<file path="config.mk">
export PLATFORM = sky130hd
export DESIGN_NAME = packing_controller
export DESIGN_NICKNAME = d
export VERILOG_FILES = /design/src/rtl/packing_controller.sv
export SDC_FILE = /design/constraint.sdc
export NUM_CORES = 1
export LEC_CHECK = 0
export CAP_MARGIN = 20
export CELL_PAD_IN_SITES_DETAIL_PLACEMENT = 1
export CELL_PAD_IN_SITES_GLOBAL_PLACEMENT = 1
export CORE_UTILIZATION = 40
export DETAILED_ROUTE_END_ITERATION = 10
export PLACE_DENSITY = 0.91
export SLEW_MARGIN = 15
export SYNTH_ARGS = -nofsm -noshare
export SYNTH_HDL_FRONTEND = slang
export SYNTH_SLANG_ARGS = --single-unit
export TNS_END_PERCENT = 50
</file>
<file path="constraint.sdc">
create_clock -name i_clk -period 9.1 [get_ports i_clk]
set_input_delay 1.82 -clock i_clk [delete_from_list [all_inputs] [get_ports i_clk]]
set_output_delay 1.82 -clock i_clk [all_outputs]
set_load 0.02 [all_outputs]
</file>
<file path="src/rtl/packing_controller.sv">
// Sequencer for the stage-3 packing/shifting datapath: tracks pending accumulator bits and
// drives shift amounts plus store/output/fill/stop strobes, aborting lines that fail to compress.
//
// state | meaning
// IDLE  | leaving reset, no pairs accepted
// PACK  | accepting length pairs and emitting 64-bit chunks
// FLUSH | zero-pads the remaining pending bits into a final chunk
// STOP  | line aborted; pairs accepted and discarded until last
// DONE  | line complete; o_done pulse, counters cleared
module packing_controller #(
  parameter int CACHE_LINE    = 64,
  parameter int TOTAL_LENGTH  = 7,
  parameter int OUT_SHIFT_BIT = 7,
  parameter int WORD2_LENGTH  = 6,
  parameter int LINE_BITS     = 512,
  parameter int CNT_W         = 10
) (
  input  logic                     i_clk,
  input  logic                     i_reset,
  input  logic                     i_valid,
  output logic                     o_ready,
  input  logic                     i_last,
  input  logic [WORD2_LENGTH-1:0]  i_len1,
  input  logic [WORD2_LENGTH-1:0]  i_len2,
  output logic [WORD2_LENGTH-1:0]  o_word2_length,
  output logic [TOTAL_LENGTH-1:0]  o_total_length,
  output logic [OUT_SHIFT_BIT-1:0] o_out_shift,
  output logic                     o_bubble,
  output logic                     o_store_flag,
  output logic                     o_output_flag,
  output logic                     o_fill_flag,
  output logic                     o_stop_flag,
  output logic                     o_out_valid,
  input  logic                     i_out_ready,
  output logic [CNT_W-1:0]         o_comp_bits,
  output logic                     o_done
);

  typedef enum logic [2:0] {IDLE, PACK, FLUSH, STOP, DONE} state_t;

  localparam logic [TOTAL_LENGTH:0] CHUNK    = (TOTAL_LENGTH+1)'(CACHE_LINE);
  localparam logic [CNT_W-1:0]      LINE_LIM = CNT_W'(LINE_BITS);

  state_t                  state, state_nxt;
  logic [TOTAL_LENGTH-1:0] p, p_nxt;
  logic [CNT_W-1:0]        c, c_nxt;
  logic                    k, k_nxt;
  logic                    abort_q, abort_nxt;
  logic                    out_flag_q, out_valid_q, out_valid_nxt;
  logic                    complete, aborting, stall;
  logic [TOTAL_LENGTH-1:0] s;
  logic [TOTAL_LENGTH:0]   pn, p_ext;
  logic [CNT_W-1:0]        c_sum;

  assign s     = TOTAL_LENGTH'(i_len1) + TOTAL_LENGTH'(i_len2);
  assign p_ext = (TOTAL_LENGTH+1)'(p);
  assign pn    = p_ext + (TOTAL_LENGTH+1)'(s);
  assign c_sum = c + CNT_W'(s);
  assign stall = out_valid_q & ~i_out_ready;

  always_comb begin
    state_nxt      = state;
    p_nxt          = p;
    c_nxt          = c;
    k_nxt          = k;
    abort_nxt      = abort_q;
    complete       = 1'b0;
    aborting       = 1'b0;
    o_ready        = 1'b0;
    o_word2_length = '0;
    o_total_length = '0;
    o_out_shift    = '0;
    o_bubble       = 1'b0;
    o_store_flag   = 1'b0;
    case (state)
      IDLE: state_nxt = PACK;
      PACK: begin
        o_ready = ~stall;
        if (i_valid && !stall) begin
          o_word2_length = i_len2;
          o_total_length = s;
          c_nxt          = c_sum;
          if (pn >= CHUNK) begin
            o_store_flag = 1'b1;
            o_out_shift  = OUT_SHIFT_BIT'(pn - CHUNK);
            p_nxt        = TOTAL_LENGTH'(pn - CHUNK);
            k_nxt        = ~k;
          end else begin
            p_nxt = TOTAL_LENGTH'(pn);
          end
          aborting = (c_sum > LINE_LIM);
          if (aborting) abort_nxt = 1'b1;
          // the aborted line is replaced by the backup, so its outputs are never latched
          complete = o_store_flag & k & ~aborting;
          if (i_last) begin
            if (aborting || p_nxt == '0) begin
              state_nxt = DONE;
              if (!aborting && k_nxt) complete = 1'b1;
            end else begin
              state_nxt = FLUSH;
            end
          end else if (aborting) begin
            state_nxt = STOP;
          end
        end
      end
      FLUSH: begin
        if (!stall) begin
          o_bubble     = 1'b1;
          o_store_flag = 1'b1;
          if (p_ext > CHUNK) begin
            // more than one chunk still pending: drain a full chunk and stay
            o_out_shift = OUT_SHIFT_BIT'(p_ext - CHUNK);
            p_nxt       = TOTAL_LENGTH'(p_ext - CHUNK);
            k_nxt       = ~k;
            complete    = k;
          end else begin
            o_total_length = TOTAL_LENGTH'(CHUNK - p_ext);
            p_nxt          = '0;
            k_nxt          = 1'b0;
            complete       = 1'b1;
            state_nxt      = DONE;
          end
        end
      end
      STOP: begin
        o_ready = ~stall;
        if (i_valid && !stall && i_last) state_nxt = DONE;
      end
      DONE: begin
        state_nxt = PACK;
        p_nxt     = '0;
        c_nxt     = '0;
        k_nxt     = 1'b0;
        abort_nxt = 1'b0;
      end
      default: state_nxt = IDLE;
    endcase
    out_valid_nxt = complete ? 1'b1 : (i_out_ready ? 1'b0 : out_valid_q);
  end

  always_ff @(posedge i_clk or posedge i_reset) begin
    if (i_reset) begin
      state       <= IDLE;
      p           <= '0;
      c           <= '0;
      k           <= 1'b0;
      abort_q     <= 1'b0;
      out_flag_q  <= 1'b0;
      out_valid_q <= 1'b0;
    end else begin
      state       <= state_nxt;
      p           <= p_nxt;
      c           <= c_nxt;
      k           <= k_nxt;
      abort_q     <= abort_nxt;
      out_flag_q  <= complete;
      out_valid_q <= out_valid_nxt;
    end
  end

  assign o_output_flag = out_flag_q;
  assign o_out_valid   = out_valid_q;
  assign o_stop_flag   = abort_q;
  assign o_done        = (state == DONE);
  assign o_fill_flag   = (state == DONE) & abort_q;
  assign o_comp_bits   = c;

endmodule
</file>
==> flow_summary.ini <==
[timing]
layout_setup_ws_ns = 1.23
clock_skew_ns = 0.00740
finalSetupViolCount = 0
fin_tns_setup_ns = 0
fin_hold_ws_ns = 0.569
hold_viol = 0
slew_violations = 0
worstMarginPinSlew_ns = 0.821
max_freq_ghz = 0.127
rsz0062_at_grt = no
final.period_utilization_pct = 86.5
slew_headroom_pct = 45.3
period_minus_slack_ns = 7.87

[drt]
detail-route-antenna-nets = 0
drtIter0Drc = 84
vias = 2270
drcViolationCount = 0
dr.pass1.iters = 4
detail_route.wl_per_cell_um = 18.2
vias_per_cell = 5.73
wirelength_um = 7200

[clock_tree]
clkLatencyLatePin_ns = 0.27
cts_max_path_buffers = 2
cts.htree.levels = 1
cts_hold_buf = 0
cts_inserted_buffers = 3
post_cts_buffers = 0
cts_root_buf = clkbuf_8
clock-sinks = 24
cts_tree = built
cts_resized = 0
clk_pin_slew_worst_paths_ns = 0.09

[placed_design]
gp_congestion = 0.841
dp_cells = 391
placed_area_mm2 = 0.00291
portBuffers = 54
place_ws_ns = 1.20
hpwl_um = 5560

[worst_setup_path]
required_ns = 7.28
rrSetupSlack_ns = 5.16
start_kind = input port
arrival_ns = 6.05
end_kind = primary output
path_class = in2out
cp_max_fo = 9
r2r_cells = 14
rr_startpoint = p[0]
timing.rr.end = o_out_valid

[yosys]
post-synth-top-area-cell = dfrtp_1
synth_top_area_share_pct = 26.1
synth.distinct_cells = 53
synth_edf_count = 0
synthTopCellsByCount = dfrtp_1, ha_1, inv_1, nand2_1, nor2_1
syn_area_mm2 = 0.00230
async_reset_ff_share_pct = 100
postSynthAreaPerCell_um2 = 8.44
ys_warn_count = 0
synth-seq-area-share_pct = 26.1
ys_ff_latch = 24
synthFlopType = dfrtp_1
syn-num-nets = 316
synth_most_common_cell = dfrtp_1
synthTopCellsByArea = dfrtp_1, ha_1, a22o_1
syn_inst = 273

[global_route]
grt_max_degree = 25
grtUsageTotal_pct = 24.5
antenna_found_initial = 0
grt_pass1_wl_um = 11600
grt_overflow = 0
grt_pass1_vias = 2414

[job]
drv_cap = 0

[min_path]
whs_path_depth = 2
min_to = o_comp_bits[3]
hold_start = o_comp_bits[3]
hp-class = reg2reg

[finish]
syn_to_final_growth_pct = 30.2
final_area_mm2 = 0.00300
nets = 368
drive_gt1_share_pct = 4.32
antenna_cells = 0
ff_latch_area_um2 = 601
fill_cells = 673
multiInputGateArea_mm2 = 0.00160
stdcell_count = 396
final_core_util_pct = 54.1

[status]
status = finished, final reports clean

[floorplanning]
die_area_mm2 = 0.00607
ios = 55
die_w_um = 77.9
die_y_um = 77.9
core_area_mm2 = 0.00554
start_util_pct = 41.6
row_count = 27

[power]
leakage_nw = 1.33
p_total_mw = 1.09
p_per_area_mw_per_mm2 = 362
vdd_ir_drop_max_uv = 149
==> layer usage <==
| metal | vias to the layer above | global-route usage (%) | share of wire, % |
|---|---|---|---|
| li1 | 1092 | - | - |
| met1 | 1120 | 29.4 | 44 |
| met2 | 49 | 44.9 | 51 |
| met3 | 9 | 3.41 | 3.4 |
| met4 | 0 | 7.55 | 1.3 |
| met5 | - | 0 | 0 |
==> critical path: stages <==
cell and delay, ns:
clkdlybuf4s50_1 0.48, ha_1 0.19, inv_1 0.06, fa_1 0.40, inv_1 0.09, a21o_1 0.12
a21oi_1 0.10, xnor2_1 0.32, ha_1 0.33, a21boi_1 0.16, o21a_1 0.18, nor2_1 0.19
mux2i_1 0.64, ha_1 0.25, and2_1 0.11, clkdlybuf4s50_1 0.59
==> where the power goes <==
group	switching [mW]	internal, mW
clock	0.0379	0.0589
combinational	0.425	0.334
sequential	0.0760	0.155
==> cells by family after synthesis <==
logic type / count (synthesis) / share of synthesized area, %
buffers and inverters: 29 / 4.73
DFF: 24 / 26.1
muxes: 2 / 1.09
xor gates and xnor gates: 17 / 6.46
and+or+nand+nor: 89 / 20.2
AOI/OAI and AO/OA: 86 / 26.4
adders and majority gates: 26 / 15.1
==> sequential cells by signal (all words and copies together), names as in the netlist <==
signal         count
k                  1
o_comp_bits       10
o_output_flag      1
o_stop_flag        1
o_out_valid        1
state              3
p                  7
==> how the worst max path moves through the flow <==
stage	startpoint	to	slack, ns	cells past startpoint
after floorplan	i_len1[0]	o_out_shift[6]	2.73	14
after global placement	i_len2[0]	o_out_shift[6]	1.48	16
after detailed placement	i_len2[0]	o_out_shift[6]	1.20	16
after CTS	i_len2[0]	o_out_shift[6]	1.19	16
after global routing	i_len2[0]	o_out_shift[6]	0.98	16
final	i_len2[0]	o_out_shift[6]	1.23	16
==> layout make-up <==
cell class | count | share of cell area [%]
inverter | 20 | 2.50
timing repair buffer | 56 | 18.8
sequential | 24 | 20.0
clock inverter | 1 | 1.00
tap | 72 | 3.00
clock buffer | 3 | 1.38
multi-input combinational | 220 | 53.3
==> cell usage in the layout (no fill, tap or decap), types with 2 or more instances in the layout <==
cell type        netlist  final
clkdlybuf4s50_1        0     54
dfrtp_1               24     24
ha_1                  23     23
nand2_1               20     20
inv_1                 20     20
nor2_1                18     18
o21ai_0               15     15
a21oi_1               15     15
nand3_1               12     12
a21o_1                11     11
a22o_1                11     11
xnor2_1               10     10
and2_1                 7      7
xor2_1                 7      7
nand2b_1               6      6
o21a_1                 4      4
nor2b_1                4      4
or3_1                  4      4
a211oi_1               3      3
nor3_1                 4      3
a32o_1                 3      3
fa_1                   3      3
clkbuf_8               0      3
o21ai_1                2      2
nor3b_1                2      2
nand4b_1               2      2
o22ai_1                2      2
nand3b_1               2      2
o21bai_1               2      2
a31oi_1                2      2
o31ai_1                2      2
o211ai_1               2      2
Power figures use the tool's default switching activity.
